## src/rtl/blft_wb.sv

```systemverilog
// Write buffer between the bilateral-filter core and the result memory.
// Optional frame checksum is built only when BLFT_WB_CHECKSUM_EN is defined.
module blft_wb #(
  parameter int FIFO_DEPTH = 8,
  parameter int FRAME_PIX  = 65536
) (
  input  logic        clk,
  input  logic        rst,
  input  logic        in_valid,
  input  logic [15:0] in_addr,
  input  logic [7:0]  in_data,
  input  logic        in_finish,
  output logic        mem_req,
  output logic [15:0] mem_addr,
  output logic [7:0]  mem_wdata,
  input  logic        mem_gnt,
  output logic        done,
  output logic        overflow,
  output logic [16:0] pix_cnt,
  output logic [15:0] checksum
);

  localparam int AW = $clog2(FIFO_DEPTH);
  localparam int CW = AW + 1;
  localparam logic [CW-1:0] FULL_CNT = CW'(FIFO_DEPTH);
  localparam logic [16:0]   CNT_MAX  = 17'h1FFFF;

  typedef enum logic [1:0] {
    S_IDLE  = 2'd0,
    S_RUN   = 2'd1,
    S_DRAIN = 2'd2,
    S_DONE  = 2'd3
  } state_t;

  // Unsupported configurations show up as this block in the elaborated hierarchy.
  if (FIFO_DEPTH < 2 || FIFO_DEPTH > 64 || FRAME_PIX < 1) begin : g_unsupported_config
  end

  logic [23:0]   r_mem [FIFO_DEPTH];
  logic [AW-1:0] r_wptr;
  logic [AW-1:0] r_rptr;
  logic [CW-1:0] r_count;
  state_t        r_state;

  logic          w_pop;
  logic          w_push;
  logic          w_drop;
  logic          w_new_frame;
  logic [AW-1:0] w_rptr_nxt;
  logic [CW-1:0] w_count_nxt;
  logic [23:0]   w_head_nxt;

  // Accept/pop decisions and the head entry the output register loads next.
  always_comb begin
    w_pop       = mem_req && mem_gnt;
    w_push      = in_valid && ((r_count != FULL_CNT) || w_pop);
    w_drop      = in_valid && !w_push;
    w_new_frame = (r_state == S_DONE) && in_valid;
    w_rptr_nxt  = w_pop ? (r_rptr + AW'(1)) : r_rptr;
    w_count_nxt = r_count + CW'(w_push) - CW'(w_pop);
    // A push that lands in the slot becoming head is not in r_mem yet.
    if (w_push && (w_rptr_nxt == r_wptr)) begin
      w_head_nxt = {in_addr, in_data};
    end else begin
      w_head_nxt = r_mem[w_rptr_nxt];
    end
  end

  // Entry storage; contents are only meaningful between the pointers.
  always_ff @(posedge clk) begin
    if (w_push && !rst) begin
      r_mem[r_wptr] <= {in_addr, in_data};
    end
  end

  // Pointers, occupancy and the registered memory-write port.
  always_ff @(posedge clk) begin
    if (rst) begin
      r_wptr    <= '0;
      r_rptr    <= '0;
      r_count   <= '0;
      mem_req   <= 1'b0;
      mem_addr  <= 16'd0;
      mem_wdata <= 8'd0;
    end else begin
      if (w_push) begin
        r_wptr <= r_wptr + AW'(1);
      end
      r_rptr  <= w_rptr_nxt;
      r_count <= w_count_nxt;
      mem_req <= (w_count_nxt != '0);
      if (w_count_nxt != '0) begin
        {mem_addr, mem_wdata} <= w_head_nxt;
      end
    end
  end

  // Frame FSM with registered done flag, plus pixel count and overflow.
  always_ff @(posedge clk) begin
    if (rst) begin
      r_state  <= S_IDLE;
      done     <= 1'b0;
      overflow <= 1'b0;
      pix_cnt  <= 17'd0;
    end else begin
      case (r_state)
        S_IDLE: begin
          if (in_finish) begin
            r_state <= S_DRAIN;
          end else if (in_valid) begin
            r_state <= S_RUN;
          end
        end
        S_RUN: begin
          if (in_finish) begin
            r_state <= S_DRAIN;
          end
        end
        S_DRAIN: begin
          if ((r_count == '0) && !mem_req && !in_valid) begin
            r_state <= S_DONE;
            done    <= 1'b1;
          end
        end
        S_DONE: begin
          if (in_valid) begin
            r_state <= in_finish ? S_DRAIN : S_RUN;
            done    <= 1'b0;
          end
        end
        default: begin
          r_state <= S_IDLE;
          done    <= 1'b0;
        end
      endcase

      if (w_new_frame) begin
        pix_cnt  <= 17'd1;
        overflow <= 1'b0;
      end else begin
        if (w_push && (pix_cnt != CNT_MAX)) begin
          pix_cnt <= pix_cnt + 17'd1;
        end
        if (w_drop) begin
          overflow <= 1'b1;
        end
      end
    end
  end

`ifdef BLFT_WB_CHECKSUM_EN
  // Running 16-bit sum of accepted pixel values, restarted with each frame.
  always_ff @(posedge clk) begin
    if (rst) begin
      checksum <= 16'd0;
    end else if (w_new_frame) begin
      checksum <= {8'd0, in_data};
    end else if (w_push) begin
      checksum <= checksum + {8'd0, in_data};
    end
  end
`else
  assign checksum = 16'd0;
`endif

endmodule

```

## config.mk

```make
export PLATFORM = sky130hd
export DESIGN_NAME = blft_wb
export DESIGN_NICKNAME = d
export VERILOG_FILES = /design/src/rtl/blft_wb.sv
export SDC_FILE = /design/constraint.sdc
export NUM_CORES = 1
export LEC_CHECK = 0
export ABC_AREA = 1
export BUFFER_PORTS_ARGS = -buffer_cell sky130_fd_sc_hd__buf_4
export CELL_PAD_IN_SITES_DETAIL_PLACEMENT = 0
export CELL_PAD_IN_SITES_GLOBAL_PLACEMENT = 1
export CORE_UTILIZATION = 37
export CTS_BUF_LIST = sky130_fd_sc_hd__clkbuf_8
export CTS_CLUSTER_DIAMETER = 150
export CTS_CLUSTER_SIZE = 10
export DETAILED_ROUTE_END_ITERATION = 10
export PLACE_DENSITY = 0.62
export SLEW_MARGIN = 30
export SYNTH_ARGS = -nofsm -noshare
export SYNTH_HDL_FRONTEND = slang
export SYNTH_SLANG_ARGS = --single-unit
```

## constraint.sdc

```tcl
create_clock -name clk -period 3.2 [get_ports clk]
set_input_delay 0 -clock clk [delete_from_list [all_inputs] [get_ports clk]]
set_output_delay 0 -clock clk [all_outputs]
set_load 0.01 [all_outputs]
```

Yosys cells after proc, flatten, opt, wreduce, memory -nomap -nowiden
Memories as Yosys holds them, arrays and structs flattened. A register that Yosys moved wholly into a read port is not among the register bits.
Cells that the tools add are included.

storage, ports and cells
  bits in registers = 32
  bits in latches = 0
  bits in writable memories = 192
  memory bits (read-only) = 0
  input port bits = 29
  output and inout port bits = 60
  logic and storage cells = 60
  memories kept = 1

memory list
  memory  depth  bits a word  read ports  clocked after memory_dff  write ports  RTL line  text
  r_mem   8      24           1           1                         1            39        logic [23:0] r_mem [FIFO_DEPTH];

operators by class
  $add $sub $neg = 5
  $mul = 0
  divide/modulo/power cells = 0
  order comparisons = 0
  equality and inequality tests = 9
  shifts and indexed selects = 0
  muxes and demuxes = 15
  bitwise gates (word level) = 0
  reductions and logical operators = 21

operators with widths
  kind                                                             number
  17-bit by 1-bit adder with 17-bit output, second input constant  1
  17-bit != test, second input constant                            1
  2-bit 2-to-1 mux                                                 6
  1-bit logical AND                                                8
  2-bit one-hot mux with 4 select lines                            1
  3-bit by 1-bit adder with 3-bit output, second input constant    2
  1-bit 2-to-1 mux                                                 6
  2-bit != test, second input constant                             3
  4-bit by 1-bit adder with 4-bit output                           1
  2-bit == test, second input constant                             2
  1-bit zero test                                                  4
  4-bit zero test                                                  1
  4-bit != test, second input constant                             1
  4-bit AND reduction                                              1
  2-bit nonzero test                                               2
  4-bit nonzero test                                               1
  4-bit by 1-bit subtractor with 4-bit output                      1
  3-bit 2-to-1 mux                                                 1
  3-bit != test, second input constant                             1
  3-bit AND reduction                                              1
  2-bit by 1-bit == test with 1-bit output, second input constant  1
  2-bit zero test                                                  1
  1-bit one-hot mux with 2 select lines                            1
  2-bit OR reduction                                               1
  1-bit logical OR                                                 1

Logic depth before layout (Yosys ltp)
Gate-level depths: netlist of the first run.

  word-level depth = 6
  depth in mapped cells = 18
  depth with buffers taken out = 17

Worst setup path before layout of the first run
OpenSTA, ideal clock, no wires.

  path type = register to register
  start = reg mem_req
  end = mem r_mem[1][0], enable pin
  library setup time = 0.405 ns
  arrival time = 2.263 ns
  required time = 2.795 ns
  setup slack = 0.533 ns
  cell stages (with the launch flop) = 8
  clock period less this slack = 2.667 ns
  cell sequence = dfxtp_1 -> nand2_2 -> nand3_2 -> nand3_1 -> inv_1 -> buf_2 -> nand2_1 -> nor2_1

between the ends
  word-level cells in the longest chain between the ends = 6

RTL lines
  element                                 RTL line  text
  start: declaration                      13        output logic mem_req,
  start signal: assignment                91        mem_req <= (w_count_nxt != '0);
  1-bit logical AND                       55        w_pop = mem_req && mem_gnt;
  1-bit logical OR                        56        w_push = in_valid && ((r_count != FULL_CNT) || w_pop);
  1-bit logical AND                       56
  1-bit logical AND                       71        if (w_push && !rst) begin
  1-bit 2-to-1 mux                        71
  1-bit 2-to-1 mux (implied by the code)  72        r_mem[r_wptr] <= {in_addr, in_data};
  end: declaration                        39

No other way between the ends.

Worst setup path in the final report of the first run
  start = reg r_count[2]
  end = reg mem_wdata[4], read port of r_mem

between the ends
  word-level cells in the longest chain between the ends = 6

RTL lines
  element                                        RTL line  text
  start: declaration                             42        logic [CW-1:0] r_count;
  start signal: assignment                       90        r_count <= w_count_nxt;
  4-bit != test                                  56
  1-bit logical OR                               56
  1-bit logical AND                              56
  4-bit by 1-bit adder with 4-bit output *       60        w_count_nxt = r_count + CW'(w_push) - CW'(w_pop);
  4-bit by 1-bit subtractor with 4-bit output *  60
  4-bit nonzero test *                           92        if (w_count_nxt != '0) begin
  end: declaration                               15        output logic [7:0] mem_wdata,

Mark *: on every way between the ends. The rest lies on a longest branch, timed or not.
A chain may end at the register's enable or synchronous reset.

==> results of run 1 <==
where the power goes:
group / internal (mW) / total [mW] / switching, mW
registers: 3.72 / 3.87 / 0.150
logic: 0.986 / 2.83 / 1.85
clock network: 0.858 / 1.99 / 1.13
placed cells by master, fill, tap and decap left out, drive strengths merged, types with 2 or more instances in the layout:
cell type    count
nand2          314
edfxtp         192
nand3          169
inv            143
nor2           110
buf            103
dfxtp           56
clkbuf          30
dlygate4sd3     28
o21ai           19
nand4           18
a21oi           18
conb            16
nand3b          13
ha              13
nor3             7
xor2             5
xnor2            4
nor4             2
critical path: stages, from the launching register on:
cell and delay [ns]:
dfxtp_1 0.31, inv_1 0.07, ha_1 0.21, nand3_2 0.10, nand2_2 0.10, inv_1 0.11
nand2_1 0.06, nand2_1 0.05, ha_1 0.15, inv_1 0.05, fa_1 0.37, xnor2_1 0.15
nor2_1 0.10, nand4_1 0.13, nand2_1 0.52, inv_1 0.13, nand2_1 0.10, nand2_1 0.05
flip-flops by register name, indices dropped and copies added (netlist names):
signal,count
done,1
mem_addr,16
mem_req,1
mem_wdata,8
overflow,1
pix_cnt,17
r_count,4
r_mem,192
r_rptr,3
r_state,2
r_wptr,3
cells by family (layout without fill, tap and decap cells):
family | count (synthesis) | in the layout | share of synthesized area
other cells | 1 | 16 | 0.000342
compound gates | 40 | 40 | 0.0190
xor+xnor | 9 | 9 | 0.00720
simple gates | 635 | 635 | 0.251
fa+ha+maj | 14 | 14 | 0.0167
flops | 248 | 248 | 0.629
buf+inv | 189 | 304 | 0.0769
synth_stat cells:
cell type | count | area (um2)
nand2_2 | 5 | 31.3
fa_1 | 1 | 20.0
nor3_1 | 7 | 35.0
o21ai_0 | 19 | 95.1
inv_2 | 3 | 11.3
and3_1 | 1 | 6.26
nand3b_1 | 13 | 97.6
o21bai_1 | 1 | 7.51
buf_1 | 3 | 11.3
clkbuf_1 | 15 | 56.3
or2_2 | 1 | 6.26
nor2_2 | 4 | 25.0
a22oi_1 | 1 | 7.51
xor2_1 | 5 | 43.8
nand2_1 | 309 | 1160
ha_1 | 13 | 163
o21a_1 | 1 | 7.51
buf_6 | 3 | 33.8
buf_4 | 21 | 158
nand3_2 | 2 | 20.0
inv_1 | 119 | 447
nand3_4 | 1 | 17.5
conb_1 | 1 | 3.75
dfxtp_1 | 56 | 1120
a21oi_1 | 18 | 90.1
nor2_1 | 106 | 398
nand4_1 | 18 | 113
xnor2_1 | 4 | 35.0
buf_2 | 25 | 125
nor4_1 | 2 | 12.5
edfxtp_1 | 192 | 5770
nand3_1 | 166 | 831
final cells by class:
class	count	area, um2
clock buffer	30	413
clock inverter	21	78.8
fill	2801	16200
inverter	122	458
multi-input combinational	714	3310
sequential	248	6890
tap	384	480
timing repair buffer	131	1120
per-layer routing:
layer  track usage  vias up  wire length [um]
met4        0.0457        0               490
met1         0.263     3797             13500
li1              -     3934                 -
met5             0        -                 0
met3        0.0276       34              1380
met2         0.311      177             13100
worst min path at each step:
stage	start	endpoint	slack, ns
2_1_floorplan	in_data[0]	r_mem[0][0]$_DFFE_PP_	0.1
3_3_place_gp	in_addr[9]	r_mem[5][17]$_DFFE_PP_	0.25
3_5_place_dp	in_addr[9]	r_mem[7][17]$_DFFE_PP_	0.26
4_1_cts	in_data[1]	r_mem[7][1]$_DFFE_PP_	0.17
5_1_grt	in_data[1]	r_mem[7][1]$_DFFE_PP_	0.20
6_report	in_data[1]	r_mem[7][1]$_DFFE_PP_	0.21
==> summary.md, run 1 <==
| Metric | Value |
|---|---|
| Post-detailed-route via-to-cell ratio | `4.81` |
| Number of cells on the worst hold path | `2` |
| Post-Synthesis Mean Instance Area | `9.64 um2` |
| Seq/Total Area, Yosys | `0.629` |
| Worst setup path class | `flip-flop to flip-flop` |
| Count of final setup violators | `0` |
| Kind of start point of the critical path | `flip-flop` |
| Required arrival time at the worst endpoint | `3.68 ns` |
| Total placed instance area | `0.0120 mm2` |
| IR Drop Worst-Case VDD | `~0.33 mV` |
| Fin. Hold Viols | `0` |
| Number of buffers created by CTS | `28` |
| Startpoint of the worst register-to-register path | `r_count[2]$_SDFF_PP0_` |
| Layout Utilization | `0.440` |
| Path class of the lowest-slack min-delay path | `input port to flip-flop` |
| Yosys warns | `0` |
| Leakage power | `5.38 nW` |
| Global-route wire length before repair | `between 40000 and 50000 um` |
| Maximum number of pins on one net before global-route repair | `75` |
| Number of global-route vias before repair | `7589` |
| Area added between synthesis and finish | `16.3%` |
| Worst setup endpoint | `mem_wdata[4]$_SDFFE_PP0P_` |
| Total number of nets in the final design | `1288` |
| Post-CTS Setup Inserts | `0` |
| Capture instance of the worst register-to-register path | `mem_wdata[4]$_SDFFE_PP0P_` |
| Length of the first detailed-routing pass in iterations | `5` |
| Number of nets with antenna violations after detailed routing | `0` |
| Area of the core region | `~0.029 mm2` |
| Worst endpoint data arrival time | `3.33 ns` |
| Setup crit start | `r_count[2]$_SDFF_PP0_` |
| Cell Area, Synth | `0.0110 mm2` |
| Final std cell area, no fill | `0.0127 mm2` |
| Worst slew margin relative to its limit | `0.360` |
| Final total power | `8.70 mW` |
| Skew-Pair Late Insertion Delay | `between 0.5 and 0.6 ns` |
| CTS Sinks | `248` |
| Drt first-iter violations | `~490` |
| GRT overflow | `0` |
| Post-route DRC | `0` |
| Clock-pin transition on the worst setup and hold timing paths | `0.09 ns` |
| Detail Placement HPWL | `16100 um` |
| Number of distinct library cells after synthesis | `32` |
| Count of buffers inserted at the top-level ports | `a little over 70` |
| Antenna diode count | `0` |
| TNS Setup | `0 ns` |
| Number of hold buffers added after cts | `28` |
| Final setup skew | `roughly 0.031 ns` |
| DR vias | `7942` |
| Number of cells on the worst reg-to-reg path | `17` |
| Clk root buf | `clkbuf_8` |
| Worst setup timing slack at the placement stage | `0.338 ns` |
| Timing-limited maximum frequency | `~350 MHz` |
| Status | `finished, final reports clean` |
| Max-cap violations | `0` |
| DIE AREA | `0.0303 mm2` |
| Crit path capture type | `flip-flop` |
| Worst-margin pin slew | `0.960 ns` |
| Post-route fraction of the period consumed by the critical path | `0.890` |
| Syn Inst Count | `between 1000 and 1500` |
| Setup slack of the critical path after layout | `0.352 ns` |
| Pwr Density | `683 mW/mm2` |
| Initial antenna violation count | `0` |
| Max Slew Vio Count | `0` |
| I/O Pins | `89` |
| Fraction of final layout cells sized beyond drive strength 1 | `0.125` |
| Number of cell rows | `62` |
| Combined global-route utilization of all metal layers | `0.189` |
| Number of cells upsized or downsized after cts | `0` |
| Die Span Y | `174 um` |
| Clock tree from TritonCTS | `yes` |
| Flop-to-flop setup slack | `0.35 ns` |
| Final standard cell count with taps included and fillers excluded | `1650` |
| Post-Route WL | `28500 um` |
| Chip width | `174 um` |
| Worst hold slack across all endpoints | `0.207 ns` |
| Synth Register Bits | `248` |
| Initial core utilization | `0.379` |
| CTS max path bufs | `3` |
| Min cycle time layout | `approximately 2.8 ns` |
| Worst Path Max Fanout | `13` |
| Htree depth | `1` |
| Number of placed cells counting well taps | `1571` |
| RSZ-0062 raised after global routing | `false` |
| Final weighted congestion of routability-driven global placement | `0.764` |
| Routed len/inst | `around 17 um` |
Power figures use the tool's default switching activity.
==> run 2: changes to the inputs <==
Settings changed: RECOVER_POWER set to 100.
==> summary.md, run 2 (synthesis results as in run 1) <==
| Metric | Value |
|---|---|
| Status | `finished, final reports clean` |
| Top library cells by usage in the layout, fill and taps aside | `nand2_1, edfxtp_1, nand3_1, inv_1, nor2_1` |
| Registers with the most flip-flops | `r_mem: 192 flops, pix_cnt: 17 flops, mem_addr: 16 flops` |
| Crit path capture type | `flip-flop` |
| Capture instance of the worst register-to-register path | `mem_wdata[4]$_SDFFE_PP0P_` |
| DR vias | `7912` |
| Routed len/inst | `17.2 um` |
| Total number of nets in the final design | `approximately 1300` |
| Worst slew margin relative to its limit | `0.0845` |
| Final std cell area, no fill | `about 0.012 mm2` |
| Post-route fraction of the period consumed by the critical path | `0.890` |
| Clock tree from TritonCTS | `yes` |
| Pwr Density | `approximately 700 mW/mm2` |
| DIE AREA | `approximately 0.030 mm2` |
| TNS Setup | `0 ns` |
| Most common library cell in the layout ignoring fill and taps | `nand2_1` |
| Number of placed cells counting well taps | `1571` |
| Detail Placement HPWL | `16100 um` |
| Number of nets with antenna violations after detailed routing | `0` |
| Switching pwr | `3.12 mW` |
| Gate power share | `0.316` |
| Combined global-route utilization of all metal layers | `0.189` |
| Worst setup path class | `flip-flop to flip-flop` |
| Die Span Y | `174 um` |
| Timing-limited maximum frequency | `351 MHz` |
| Buffering stage count on the worst path with inverters included | `4` |
| Htree depth | `1` |
| Final setup skew | `0.0292 ns` |
| Number of cell rows | `62` |
| Area of the core region | `0.0289 mm2` |
| Flip-flop count of the largest register, all copies and words added | `between 150 and 200` |
| Max-cap violations | `0` |
| Post-detailed-route via-to-cell ratio | `4.80` |
| Top reg by flops | `r_mem` |
| Initial core utilization | `0.379` |
| Clk root buf | `clkbuf_8` |
| Total placed instance area | `0.0120 mm2` |
| Cell type with the highest occurrence count on the critical path | `nand2_1` |
| Fin. Hold Viols | `0` |
| Sequential share of power | `0.453` |
| Required arrival time at the worst endpoint | `3.68 ns` |
| Critical-path top delay cell | `nand2_1` |
| Final weighted congestion of routability-driven global placement | `around 0.76` |
| Initial antenna violation count | `0` |
| Leakage power | `5.06 nW` |
| Skew-Pair Late Insertion Delay | `0.58 ns` |
| Max Slew Vio Count | `0` |
| Top Family by Delay on Critical Path | `simple AND/OR/NAND/NOR gates` |
| Critical-path cell list | `inv_1 > ha_1 > nand3_2 > nand2_2 > inv_1 > nand2_1 > nand2_1 > ha_1 > inv_1 > fa_1 > xnor2_1 > nor2_1 > nand4_1 > nand2_1 > inv_1 > nand2_1 > nand2_1` |
| Count of buffers inserted at the top-level ports | `72` |
| Number of cells upsized or downsized after cts | `0` |
| Number of global-route vias before repair | `7589` |
| Area added between synthesis and finish | `13.0%` |
| Clock network power share | `0.232` |
| Setup slack of the critical path after layout | `0.353 ns` |
| Count of final setup violators | `0` |
| CTS Sinks | `~250` |
| Global-route wire length before repair | `44200 um` |
| Number of cells on the worst reg-to-reg path | `17` |
| Layout Utilization | `0.428` |
| Worst hold slack across all endpoints | `0.234 ns` |
| I/O Pins | `89` |
| IR Drop Worst-Case VDD | `0.328 mV` |
| Min cycle time layout | `roughly 2.8 ns` |
| Worst setup timing slack at the placement stage | `roughly 0.34 ns` |
| Flop-to-flop setup slack | `0.35 ns` |
| Antenna diode count | `0` |
| Clock-pin transition on the worst setup and hold timing paths | `0.08 ns` |
| Final total power | `8.56 mW` |
| GRT overflow | `0` |
| Worst hold path endpoint | `r_count[0]$_SDFF_PP0_` |
| Maximum number of pins on one net before global-route repair | `75` |
| Final standard cell count with taps included and fillers excluded | `1650` |
| Post-Route WL | `approximately 28000 um` |
| Worst-margin pin slew | `1.37 ns` |
| Worst endpoint data arrival time | `3.32 ns` |
| Post-route DRC | `0` |
| Path class of the lowest-slack min-delay path | `input port to flip-flop` |
| Startpoint of the worst register-to-register path | `r_count[2]$_SDFF_PP0_` |
| Startpoint of the lowest-slack hold path | `rst` |
| Post-CTS Setup Inserts | `0` |
| Chip width | `174 um` |
| Number of buffers created by CTS | `28` |
| Drt first-iter violations | `465` |
| Peak per-stage delay on the critical path | `0.53 ns` |
| Kind of start point of the critical path | `flip-flop` |
| CTS max path bufs | `3` |
| RSZ-0062 raised after global routing | `false` |
| Fraction of final layout cells sized beyond drive strength 1 | `0.0545` |
| Cell internal power dissipation | `5.44 mW` |
| Length of the first detailed-routing pass in iterations | `5` |
| Number of cells on the worst hold path | `3` |
| Switching Share | `0.364` |
| Worst Path Max Fanout | `13` |
| Number of fill cells | `2905` |
## run 2: worst min-delay path, stage by stage
cell           delay (ns)
dlygate4sd3_1        0.52
buf_4                0.19
nor2_1               0.06
## run 2: power by group through the flow
stage | registers, mW | logic (mW) | clock network (mW)
after floorplan | 3.98 | 1.83 | 0
after global placement | 3.95 | 2.83 | 0
after detailed placement | 3.95 | 2.83 | 0
after CTS | 3.88 | 2.88 | 2.06
after global routing | 3.90 | 3.07 | 2.19
final | 3.87 | 2.70 | 1.98
## run 2: area by class of cell
cell class	count	area, um2	share of cell area
clock buffer	30	413	0.0334
clock inverter	21	78.8	0.00637
inverter	122	458	0.0370
multi-input combinational	714	3280	0.265
sequential	248	6890	0.556
tap	384	480	0.0388
timing repair buffer	131	776	0.0627
## run 2: worst max path at each step
stage,from,endpoint,slack (ns),depth (start not counted)
2_1_floorplan,mem_req$_SDFF_PP0_,r_mem[1][0]$_DFFE_PP_,0.53,7
3_3_place_gp,r_count[2]$_SDFF_PP0_,mem_wdata[4]$_SDFFE_PP0P_,0.39,17
3_5_place_dp,r_count[2]$_SDFF_PP0_,mem_wdata[4]$_SDFFE_PP0P_,0.34,17
4_1_cts,r_count[2]$_SDFF_PP0_,mem_wdata[4]$_SDFFE_PP0P_,0.33,17
5_1_grt,r_count[2]$_SDFF_PP0_,mem_wdata[4]$_SDFFE_PP0P_,0.08,17
6_report,r_count[2]$_SDFF_PP0_,mem_wdata[4]$_SDFFE_PP0P_,0.35,17
## run 2: what timing repair did
item,CTS,global route
hold buffers,28,0
endpoints found under the setup margin,0,0
hold endpoints to repair,235,0
## run 2: routing by layer
metal  wire (um)  vias up  GRT usage
li1            -     3938          -
met1       13400     3785      0.263
met2       13200      157      0.311
met3        1300       32     0.0276
met4         394        0     0.0457
met5           0        -          0
==> run 3: changes to the inputs <==
Settings changed: CORE_ASPECT_RATIO set to 2.
==> summary.md, run 3 (synthesis results as in run 1) <==
| Metric | Value |
|---|---|
| Worst hold slack across all endpoints | `0.225 ns` |
| Worst-margin pin slew | `0.971 ns` |
| Max Slew Vio Count | `0` |
| Post-CTS Setup Inserts | `0` |
| Final standard cell count with taps included and fillers excluded | `about 1600` |
| Length of the first detailed-routing pass in iterations | `4` |
| Number of buffers created by CTS | `28` |
| DIE AREA | `~0.030 mm2` |
| RSZ-0062 raised after global routing | `false` |
| Number of cell rows | `88` |
| Post-Route WL | `28400 um` |
| Total number of nets in the final design | `between 1000 and 1500` |
| Number of nets with antenna violations after detailed routing | `0` |
| TNS Setup | `0 ns` |
| CTS Sinks | `248` |
| Number of placed cells counting well taps | `1538` |
| Global-route wire length before repair | `44500 um` |
| Die Span Y | `245 um` |
| Number of fill cells | `between 2000 and 3000` |
| Timing-limited maximum frequency | `337 MHz` |
| Kind of start point of the critical path | `flip-flop` |
| Top library cells by usage in the layout, fill and taps aside | `nand2_1, edfxtp_1, nand3_1, inv_1, nor2_1` |
| Post-detailed-route via-to-cell ratio | `4.83` |
| Clk root buf | `clkbuf_8` |
| Pwr Density | `692 mW/mm2` |
| Htree depth | `1` |
| IR Drop Worst-Case VDD | `0.503 mV` |
| Area of the core region | `0.0290 mm2` |
| Gate power share | `0.313` |
| Required arrival time at the worst endpoint | `3.39 ns` |
| DR vias | `7829` |
| Detail Placement HPWL | `between 15000 and 20000 um` |
| Area of the multi-input gates | `0.00330 mm2` |
| Initial antenna violation count | `1` |
| Count of buffers inserted at the top-level ports | `72` |
| Routed len/inst | `17.5 um` |
| Clock network power share | `0.233` |
| Area added between synthesis and finish | `12.5%` |
| Post-route DRC | `0` |
| Cell internal power dissipation | `5.43 mW` |
| Top reg by flops | `r_mem` |
| Fin. Hold Viols | `0` |
| Drt first-iter violations | `roughly 360` |
| Path class of the lowest-slack min-delay path | `input port to flip-flop` |
| Maximum number of pins on one net before global-route repair | `84` |
| Chip width | `roughly 120 um` |
| Combined global-route utilization of all metal layers | `0.196` |
| Post-route fraction of the period consumed by the critical path | `0.928` |
| Worst slew margin relative to its limit | `0.353` |
| Switching Share | `0.364` |
| Fraction of final layout cells sized beyond drive strength 1 | `0.0588` |
| I/O Pins | `89` |
| Max-cap violations | `0` |
| Initial core utilization | `0.378` |
| Flip-flop count of the largest register, all copies and words added | `192` |
| Clock tree from TritonCTS | `yes` |
| Clock-pin transition on the worst setup and hold timing paths | `0.08 ns` |
| Leakage power | `5.06 nW` |
| Switching pwr | `3.10 mW` |
| GRT overflow | `0` |
| Number of global-route vias before repair | `8012` |
| Final total power | `approximately 8.5 mW` |
| CTS max path bufs | `3` |
| Flop-to-flop setup slack | `0.23 ns` |
| Count of final setup violators | `0` |
| Crit path capture type | `flip-flop` |
| Worst Path Max Fanout | `24` |
| Sequential share of power | `0.454` |
| Worst setup path class | `flip-flop to flip-flop` |
| Final weighted congestion of routability-driven global placement | `0.789` |
| Reg area | `slightly below 0.007 mm2` |
| Worst endpoint data arrival time | `3.16 ns` |
| Status | `finished, final reports clean` |
| Skew-Pair Late Insertion Delay | `0.59 ns` |
| Min cycle time layout | `2.97 ns` |
| Final setup skew | `around 0.025 ns` |
| Most common library cell in the layout ignoring fill and taps | `nand2_1` |
| Registers with the most flip-flops | `r_mem: 192 flops, pix_cnt: 17 flops, mem_addr: 16 flops` |
-- run 3: cell types whose count changed in the layout (fill, tap and decap cells not counted), moves of 2 or more --
| cell | delta |
|---|---|
| nor2_2 | +8 |
| inv_1 | +2 |
| nor2_1 | -8 |
| buf_2 | +2 |
| clkbuf_2 | +4 |
| buf_4 | -7 |
| clkbuf_1 | -8 |
-- run 3: layer usage --
| layer | wire length [um] | part of all wire | global-route usage |
|---|---|---|---|
| met1 | 11300 | 0.40 | 0.220 |
| met2 | 15700 | 0.55 | 0.377 |
| met3 | 924 | 0.033 | 0.0237 |
| met4 | 437 | 0.015 | 0.0528 |
| met5 | 0 | 0 | 0 |
-- run 3: layout make-up --
cell class,instances,share of cell area
Sequential cell,248,0.559
Multi-Input combinational cell,714,0.268
Timing Repair Buffer,123,0.0595
Inverter,122,0.0372
Tap cell,360,0.0365
Clock buffer,30,0.0335
Clock inverter,22,0.00670
Antenna cell,1,0.000203
-- run 3: timing repair --
action                                 4_1_cts  5_1_grt
endpoints found under the hold margin      231        0
resized for setup                            0        0
hold buffers                                29        0
-- run 3: worst paths after layout --
path | start | end | cells after the start
setup / recovery | r_count[2]$_SDFF_PP0_ | r_mem[3][0]$_DFFE_PP_ | 9
hold / removal | rst | r_count[1]$_SDFF_PP0_ | 3
setup reg to reg | r_count[2]$_SDFF_PP0_ | r_mem[3][0]$_DFFE_PP_ | 9
hold reg to reg | mem_addr[8]$_SDFFE_PP0P_ | mem_addr[8]$_SDFFE_PP0P_ | 2
-- run 3: power groups by stage --
| stage | sequential [mW] | combinational (mW) | clock [mW] |
|---|---|---|---|
| floorplan | 3.98 | 1.83 | 0 |
| global placement | 3.94 | 2.83 | 0 |
| detailed placement | 3.94 | 2.83 | 0 |
| CTS | 3.87 | 2.88 | 2.07 |
| global route | 3.89 | 3.07 | 2.19 |
| finish | 3.87 | 2.67 | 1.99 |
-- run 3: worst max-delay path: stages (launching register included) --
cell,delay (ns)
dfxtp_1,0.31
inv_1,0.06
ha_1,0.21
nand3_2,0.10
nand3_1,0.12
inv_1,0.07
clkbuf_1,0.55
nand2_1,0.30
nor2_2,0.14
clkbuf_2,0.71
-- run 3: metrics by stage --
stage	instance area [um2]	util	setup WS [ns]
after floorplan	11000	-	0.533
after global placement	11800	0.409	0.393
after detailed placement	11800	0.409	0.306
after CTS	12600	0.436	0.299
after global routing	12300	0.426	0.0646
final	12300	0.426	0.230
